$ cat src/rtl/key_event_pkg.sv
// rtl/key_event_pkg.sv - shared types, constants and width helper for the key event generator
package key_event_pkg;

  typedef enum logic [1:0] {
    IDLE    = 2'd0,
    PRESSED = 2'd1,
    LONG    = 2'd2
  } key_state_t;

  // Raw key level when not pressed (keys are active-low).
  localparam logic KEY_RELEASED = 1'b1;

  // Bits needed to hold a count from 0 up to max_val inclusive.
  function automatic int cnt_w(input int max_val);
    return (max_val < 1) ? 1 : $clog2(max_val + 1);
  endfunction

endpackage

$ cat src/rtl/key_event_ch.sv
// rtl/key_event_ch.sv - one key channel: sync, debounce, event FSM, hold/repeat counters (KEY_REPEAT_EN)
module key_event_ch
  import key_event_pkg::*;
#(
  parameter int DEB_CYC  = 240_000,
  parameter int LONG_CYC = 12_000_000
`ifdef KEY_REPEAT_EN
  ,
  parameter int REP_CYC  = 2_400_000
`endif
) (
  input  logic clkI,
  input  logic rstNI,
  input  logic keyI,
  output logic heldO,
  output logic pressO,
  output logic releaseO,
  output logic longO
);

  localparam int DW = cnt_w(DEB_CYC);
  localparam int HW = cnt_w(LONG_CYC);
  localparam logic [DW-1:0] DEB_LAST  = DW'(DEB_CYC - 1);
  localparam logic [HW-1:0] LONG_LAST = HW'(LONG_CYC - 1);

  logic          sync1_q, sync2_q;
  logic          pressed_smp;
  logic [DW-1:0] deb_cnt_q, deb_cnt_d;
  logic          held_q, held_d;
  key_state_t    state_q, state_d;
  logic [HW-1:0] hold_cnt_q, hold_cnt_d;
  logic          press_q, press_d;
  logic          release_q, release_d;
  logic          long_q, long_d;

`ifdef KEY_REPEAT_EN
  localparam int RW = cnt_w(REP_CYC);
  localparam logic [RW-1:0] REP_LAST = RW'(REP_CYC - 1);
  logic [RW-1:0] rep_cnt_q, rep_cnt_d;
`endif

  // Two-flop synchroniser; both flops come out of reset at the released level.
  always_ff @(posedge clkI or negedge rstNI) begin
    if (!rstNI) begin
      sync1_q <= KEY_RELEASED;
      sync2_q <= KEY_RELEASED;
    end else begin
      sync1_q <= keyI;
      sync2_q <= sync1_q;
    end
  end

  assign pressed_smp = (sync2_q != KEY_RELEASED);

  // Debounce: count consecutive samples disagreeing with the accepted level, flip on the DEB_CYC-th.
  always_comb begin
    deb_cnt_d = '0;
    held_d    = held_q;
    if (pressed_smp != held_q) begin
      if (deb_cnt_q == DEB_LAST) begin
        held_d = pressed_smp;
      end else begin
        deb_cnt_d = deb_cnt_q + 1'b1;
      end
    end
  end

  // Event FSM: decisions use the next debounced level so pulses line up with the heldO change.
  always_comb begin
    state_d    = state_q;
    hold_cnt_d = hold_cnt_q;
    press_d    = 1'b0;
    release_d  = 1'b0;
    long_d     = 1'b0;
`ifdef KEY_REPEAT_EN
    rep_cnt_d  = '0;
`endif
    case (state_q)
      IDLE: begin
        if (held_d && !held_q) begin
          state_d    = PRESSED;
          press_d    = 1'b1;
          hold_cnt_d = '0;
        end
      end
      PRESSED: begin
        if (!held_d) begin
          state_d   = IDLE;
          release_d = 1'b1;
        end else if (hold_cnt_q == LONG_LAST) begin
          state_d = LONG;
          long_d  = 1'b1;
        end else begin
          hold_cnt_d = hold_cnt_q + 1'b1;
        end
      end
      LONG: begin
`ifdef KEY_REPEAT_EN
        // Repeat timing runs off the LONG entry; a repeat due on the release cycle still fires.
        if (rep_cnt_q == REP_LAST) begin
          press_d = 1'b1;
        end else begin
          rep_cnt_d = rep_cnt_q + 1'b1;
        end
`endif
        if (!held_d) begin
          state_d   = IDLE;
          release_d = 1'b1;
`ifdef KEY_REPEAT_EN
          rep_cnt_d = '0;
`endif
        end
      end
      default: state_d = IDLE;
    endcase
  end

  // Channel state and registered event pulses.
  always_ff @(posedge clkI or negedge rstNI) begin
    if (!rstNI) begin
      deb_cnt_q  <= '0;
      held_q     <= 1'b0;
      state_q    <= IDLE;
      hold_cnt_q <= '0;
      press_q    <= 1'b0;
      release_q  <= 1'b0;
      long_q     <= 1'b0;
    end else begin
      deb_cnt_q  <= deb_cnt_d;
      held_q     <= held_d;
      state_q    <= state_d;
      hold_cnt_q <= hold_cnt_d;
      press_q    <= press_d;
      release_q  <= release_d;
      long_q     <= long_d;
    end
  end

`ifdef KEY_REPEAT_EN
  // Auto-repeat period counter, only alive while in LONG.
  always_ff @(posedge clkI or negedge rstNI) begin
    if (!rstNI) begin
      rep_cnt_q <= '0;
    end else begin
      rep_cnt_q <= rep_cnt_d;
    end
  end
`endif

  assign heldO    = held_q;
  assign pressO   = press_q;
  assign releaseO = release_q;
  assign longO    = long_q;

endmodule

$ cat src/rtl/key_event_gen.sv
// rtl/key_event_gen.sv - N_KEYS independent key conditioners; auto-repeat built with KEY_REPEAT_EN
module key_event_gen
  import key_event_pkg::*;
#(
  parameter int N_KEYS   = 4,
  parameter int DEB_CYC  = 240_000,
  parameter int LONG_CYC = 12_000_000
`ifdef KEY_REPEAT_EN
  ,
  parameter int REP_CYC  = 2_400_000
`endif
) (
  input  logic              clkI,
  input  logic              rstNI,
  input  logic [N_KEYS-1:0] keyI,
  output logic [N_KEYS-1:0] heldO,
  output logic [N_KEYS-1:0] pressO,
  output logic [N_KEYS-1:0] releaseO,
  output logic [N_KEYS-1:0] longO
);

  for (genvar k = 0; k < N_KEYS; k++) begin : g_ch
    key_event_ch #(
      .DEB_CYC  (DEB_CYC),
      .LONG_CYC (LONG_CYC)
`ifdef KEY_REPEAT_EN
      ,
      .REP_CYC  (REP_CYC)
`endif
    ) u_ch (
      .clkI     (clkI),
      .rstNI    (rstNI),
      .keyI     (keyI[k]),
      .heldO    (heldO[k]),
      .pressO   (pressO[k]),
      .releaseO (releaseO[k]),
      .longO    (longO[k])
    );
  end

endmodule

$ cat config.mk
export PLATFORM = sky130hd
export DESIGN_NAME = key_event_gen
export DESIGN_NICKNAME = d
export VERILOG_FILES = /design/src/rtl/key_event_pkg.sv /design/src/rtl/key_event_ch.sv /design/src/rtl/key_event_gen.sv
export SDC_FILE = /design/constraint.sdc
export NUM_CORES = 1
export LEC_CHECK = 0
export CORE_MARGIN = 2
export CORE_UTILIZATION = 25
export CTS_BUF_LIST = sky130_fd_sc_hd__clkbuf_2
export CTS_CLUSTER_SIZE = 40
export DETAILED_ROUTE_END_ITERATION = 16
export MAX_ROUTING_LAYER = met4
export PLACE_DENSITY_LB_ADDON = 0.08
export SETUP_SLACK_MARGIN = 0.5
export SLEW_MARGIN = 15
export SYNTH_ARGS = -nofsm -noshare
export SYNTH_HDL_FRONTEND = slang
export SYNTH_SLANG_ARGS = --single-unit
$ cat constraint.sdc
create_clock -name clkI -period 5.8 [get_ports clkI]
set_input_delay 1.74 -clock clkI [delete_from_list [all_inputs] [get_ports clkI]]
set_output_delay 1.74 -clock clkI [all_outputs]
set_load 0.02 [all_outputs]
== After elaboration in Yosys (flattened, before gate mapping) ==
Cells that the tools add are included.

* RAM bits: 0
* Input bits: 6
* Bits in read-only memories: 0
* Memories kept: 0
* Bits in latches: 0
* Register bits after elaboration: 200

* Div/mod/pow operators: 0
* Mux-type cells: 80
* Equality and inequality tests: 40
* Reduce and logical (&&, ||, !) cells: 28
* Bitwise gates (word level): 4
* Multipliers: 0
* Add/sub/neg operators: 8
* Shifts and indexed selects: 0
* Magnitude comparators: 0

{| class="wikitable"
|+ Operator list
! kind !! count
|-
| $mux W24 || 12
|-
| $pmux W24 S2 || 4
|-
| $mux W18 || 8
|-
| $add A24 B1 Y24 const B || 4
|-
| $eq A24 B24 Y1 const B || 4
|-
| $add A18 B1 Y18 const B || 4
|-
| $eq A18 B18 Y1 const B || 4
|-
| $mux W1 || 36
|-
| $mux W2 || 16
|-
| $pmux W2 S3 || 4
|-
| $ne A2 B1 Y1 const B || 8
|-
| $ne A2 B2 Y1 const B || 8
|-
| $reduce_and A4 Y1 || 4
|-
| $ne A3 B3 Y1 const B || 4
|-
| $reduce_and A3 Y1 || 4
|-
| $eq A2 B1 Y1 const B || 4
|-
| $eq A2 B2 Y1 const B || 4
|-
| $logic_not A2 Y1 || 4
|-
| $reduce_bool A2 Y1 || 4
|-
| $reduce_or A2 Y1 || 4
|-
| $logic_and A1 B1 Y1 || 4
|-
| $logic_not A1 Y1 || 4
|-
| $ne A1 B1 Y1 || 4
|-
| $not A1 Y1 || 4
|}

== Depth between registers and ports, before layout ==
* Depth after elaboration: 6
* Depth in mapped cells: 10

== Hierarchy ==
Synthesis repeated with hierarchy kept, for this count alone.

* Cell total of the unflattened synthesis: 1126
* Area total of the unflattened synthesis: 10684.0 um^2

{| class="wikitable"
|+ By module, submodules not included
! module !! instances !! area an instance (um^2) !! sequential area each (um^2) !! cells an instance
|-
| key_event_ch at g_ch[0].u_ch ... || 2 || 2677.6 || 1253.7 || 279
|-
| key_event_ch at g_ch[3].u_ch || 1 || 2686.3 || 1253.7 || 279
|-
| key_event_ch at g_ch[1].u_ch || 1 || 2642.5 || 1253.7 || 289
|}

== Worst setup path before layout ==
Ideal clock, no wire load.

* Path type: register to register
* Start: register g_ch[3].u_ch.deb_cnt_q[12]
* End: register g_ch[3].u_ch.hold_cnt_q[2]
* Data arrival time: 2.472 ns
* Period minus slack after synthesis: 2.612 ns
* Slack: 3.188 ns
* Setup time: 0.140 ns
* Cell stages (with the launch flop): 10
* Cells stage by stage: dfrtp_1 or4b_1 or4_1 buf_2 nor3_1 o211ai_1 buf_2 buf_6 o311ai_0 o41ai_1

* Longest elaborated chain between the ends: 6

{| class="wikitable"
|+ RTL lines
! item !! RTL line !! RTL
|-
| start: declaration || key_event_ch.sv:28 || <nowiki>logic [DW-1:0] deb_cnt_q, deb_cnt_d;</nowiki>
|-
| start signal: assignment || key_event_ch.sv:129 || <nowiki>deb_cnt_q <= deb_cnt_d;</nowiki>
|-
| $eq A18 B18 Y1 (*) || key_event_ch.sv:60 || <nowiki>if (deb_cnt_q == DEB_LAST) begin</nowiki>
|-
| $mux W1 (*) || key_event_ch.sv:60 ||
|-
| $mux W1 (*) || key_event_ch.sv:59 || <nowiki>if (pressed_smp != held_q) begin</nowiki>
|-
| $logic_and A1 B1 Y1 || key_event_ch.sv:80 || <nowiki>if (held_d && !held_q) begin</nowiki>
|-
| $ne A2 B1 Y1 (no line) || n/a ||
|-
| $reduce_and A4 Y1 (no line) (*) || n/a ||
|-
| end signal: assignment || key_event_ch.sv:132 || <nowiki>hold_cnt_q <= hold_cnt_d;</nowiki>
|-
| end: declaration || key_event_ch.sv:31 || <nowiki>logic [HW-1:0] hold_cnt_q, hold_cnt_d;</nowiki>
|}

Mark *: on every way between the ends. The rest lies on a longest branch, timed or not.
A chain may end at the register's enable or synchronous reset.

== Worst setup path in the final report ==
* Start: register g_ch[0].u_ch.held_q
* End: output heldO[0]

{| class="wikitable"
|+ RTL lines
! item !! RTL line !! RTL
|-
| start: declaration || key_event_ch.sv:29 || <nowiki>logic held_q, held_d;</nowiki>
|-
| start signal: assignment || key_event_ch.sv:130 || <nowiki>held_q <= held_d;</nowiki>
|-
| end: declaration || key_event_gen.sv:16 || <nowiki>output logic [N_KEYS-1:0] heldO,</nowiki>
|}

No word-level cell between the ends.

==> results.md <==
* Critical setup path kind: reg2out
* Arrival time worst endpoint at 2.03 ns
* Synth Flop Type: dfrtp_1
* Clock buffer count from CTS at 17
* Root Buffer: clkbuf_2
* Xor/xnor cell area share of the yosys netlist at 5.047%
* Initial antenna violation count at 1
* Register area share after synthesis at 48.16%
* Die footprint at 43,300 sq um
* Worst path cell trace: clkdlybuf4s50_1
* Rel. slew slack at 28.40%
* Most frequent cells after synthesis: dfrtp_1, nand2_1, nor2_1
* Gate Count Post-Synth at 1,095
* Area after DPL at 11,100 sq um
* Leakage at 4.531 nW
* Clock Skews at 0.04029 ns
* Avg Synthesized Cell Area at 9.509 sq um
* Cts hold-fix bufs at 0
* Worst-Skew Late Latency at 0.83 ns
* Rows at 74
* Final RePlAce weighted congestion at 0.7125
* Starting DRC count in detailed routing at 444
* Cell count of the worst reg-to-reg path at 7
* CTS tree: yes
* DRT Pass-1 Iters at 5
* Die Wd at 208.1 microns
* Critical path depth at 1
* Post-cts resize count at 0
* Final Hold Vio Count at 0
* Vias at 7,680
* Final WL at 23,120 microns
* Number of synthesis warnings at 0
* Final Cell Area at 11,330 sq um
* Outcome: complete, no violations
* Post-synthesis simple-gate area fraction at 25.96%
* Slowest cell on crit path: clkdlybuf4s50_1
* Slowest stage delay, CP at 0.66 ns
* DRT antenna net count at 0
* Worst r2r src: g_ch[0].u_ch.deb_cnt_q[0]
* Hold WS at 0.3765 ns
* Filler Cell Count at 4,382
* Worst Hold Class: reg2reg
* Setup Total Neg Slack at 0 ns
* Die Y-Extent at 208.1 microns
* Post-Synth Adder-Cell Area at 2.403%
* P&R area growth vs syn at 8.844%
* Clock sink count at 200
* Crit-path max FO at 7
* Grt ovf at 0
* H-tree depth at 4
* RSZ-0062 raised after global routing: no
* Starting density of the core at 25.39%
* Vias in the first global route at 7,708
* CP bufs+invs at 1
* First-pass GRT wire length at 40,160 microns
* Leading area contributor after synthesis: dfrtp_1
* Max VDD drop at 88.82 uV
* Fin nets at 1,120
* Top cells by area, synth: dfrtp_1, mux2i_1, nand2_1
* Async set-reset flop share out of synthesis at 100.0%
* Clock Tree Buf Depth at 2
* DRC viols at 0
* Maxcap violations at 0
* Highest metal layer with signal wires: met4
* Worst setup path start: g_ch[0].u_ch.heldO
* Met1 wire length at 12,000 microns
* Yosys reg bits at 200
* Worst setup EP type: primary output
* Share of cells above drive strength 1 at 5.330%
* Peak Freq at 0.2650 GHz
* Tcrit/Tclk final at 65.07%
* Worst Path Required at 4.06 ns
* WL/cell at 14.10 microns
* Multiplexer share of the synthesized area at 5.804%
* Final setup vio count at 0
* Pwr dens at 192.5 nW/um^2
* Port-buffer cells at 21
* Gr usage total at 11.64%
* Post-DP HPWL at 15,320 microns
* Minimum clock period at 3.774 ns
* Worst setup SP type: flip-flop
* Post-synth EDFFs at 0
* Largest family of logic cells by synthesized area: simple AND/OR/NAND/NOR gates
* # IOs at 22
* Postcts setup bufs at 0
* Met3 wire len at 623 microns
* Largest net degree at the start of global routing at 118
* Final-report max-slew violation count at 0
* CP endpoint: heldO[0]
* Least-Margin Pin Slew at 1.071 ns
* Synth Cell Area at 10,410 sq um
* Distinct cells, synth at 62
* Post-synth top area share at 46.14%
* Post-Syn Nets at 1,121
* Cell with the most instances after synthesis: dfrtp_1
* Post-synthesis compound-gate area fraction at 8.808%
* Vias per inst at 4.683
* End of the worst register-to-register path: g_ch[0].u_ch.hold_cnt_q[15]
* CORE AREA at 41,020 sq um
* Clk slew on worst S/H paths at 0.28 ns
* Reg-to-reg slack, setup at 2.61 ns
* Delay-heaviest family, CP: buffers and inverters
* Met2 WL at 10,270 microns
## stage by stage
step	total power, mW	worst slack, ns	cells	utilization, %
after CTS	2.256	1.820	1639	27.62
after floorplan	1.459	3.188	1095	-
final	2.181	2.026	1640	27.63
after global placement	1.505	2.695	1607	27.07
after global routing	2.308	1.793	1640	27.63
after detailed placement	1.504	2.707	1607	27.07
## state kept, by name, indices dropped and copies added, names as in the netlist
signal / count
g_ch.u_ch.longO: 4
g_ch.u_ch.hold_cnt_q: 96
g_ch.u_ch.pressO: 4
g_ch.u_ch.deb_cnt_q: 72
g_ch.u_ch.sync2_q: 4
g_ch.u_ch.sync1_q: 4
g_ch.u_ch.heldO: 4
g_ch.u_ch.state_q: 8
g_ch.u_ch.releaseO: 4
## cell usage in the layout, fill, tap and decap left out, types with 4 or more instances in the layout
cell type and count:
a21oi_1 19, and2_1 9, and3_1 30, and4_1 14, buf_4 5, clkbuf_2 20, clkdlybuf4s50_1 20, clkinv_4 4
dfrtp_1 192, dfstp_2 8, ha_1 20, inv_1 40, mux2i_1 57, nand2_1 139, nand2b_1 8, nand3_1 81
nand3b_1 4, nand4_1 30, nor2_1 113, nor3_1 34, nor4_1 17, nor4b_1 4, o211ai_1 31, o21a_1 4
o21ai_0 22, o21ai_1 4, o31ai_1 23, or2_2 6, or3_1 16, or4_1 10, xnor2_1 28, xor2_1 32
## power breakdown
part | switching (mW) | internal, mW
logic | 0.0431 | 0.0136
clock network | 0.502 | 0.202
registers | 0.00957 | 1.41
total | 0.555 | 1.63
## routing by layer
metal,global-route usage (%),vias up
li1,-,3893
met1,15.75,3701
met2,17.59,71
met3,2.626,15
met4,2.952,0
met5,-,-
## kinds of logic (layout without fill, tap and decap cells)
kind of cell | count (synthesis) | after routing
AOI/OAI and AO/OA | 132 | 132
xor gates and xnor gates | 60 | 60
adders and majority gates | 20 | 20
buffers and inverters | 87 | 99
DFF | 200 | 200
muxes | 60 | 60
other | 0 | 1
and+or+nand+nor | 536 | 536
## cell type report
cell class,count,area (sq um),area share (%)
Sequential cell,200,5015,44.25
Multi-Input combinational cell,808,5000,44.12
Tap cell,532,665.6,5.873
Timing Repair Buffer,27,272.8,2.407
Inverter,40,150.1,1.325
Clock inverter,12,127.6,1.126
Clock buffer,20,100.1,0.8832
Antenna cell,1,2.502,0.02208
## worst min path at each step
stage	from	slack, ns	to	cells after the start
after global routing	g_ch[3].u_ch.sync1_q	0.38	g_ch[3].u_ch.sync2_q	0
after global placement	g_ch[1].u_ch.sync1_q	0.35	g_ch[1].u_ch.sync2_q	0
after CTS	g_ch[2].u_ch.sync1_q	0.38	g_ch[2].u_ch.sync2_q	0
after detailed placement	g_ch[1].u_ch.sync1_q	0.35	g_ch[1].u_ch.sync2_q	0
after floorplan	g_ch[0].u_ch.sync1_q	0.35	g_ch[0].u_ch.sync2_q	0
final	g_ch[2].u_ch.sync1_q	0.38	g_ch[2].u_ch.sync2_q	0
Note: power is estimated with default switching activity, not from simulation.
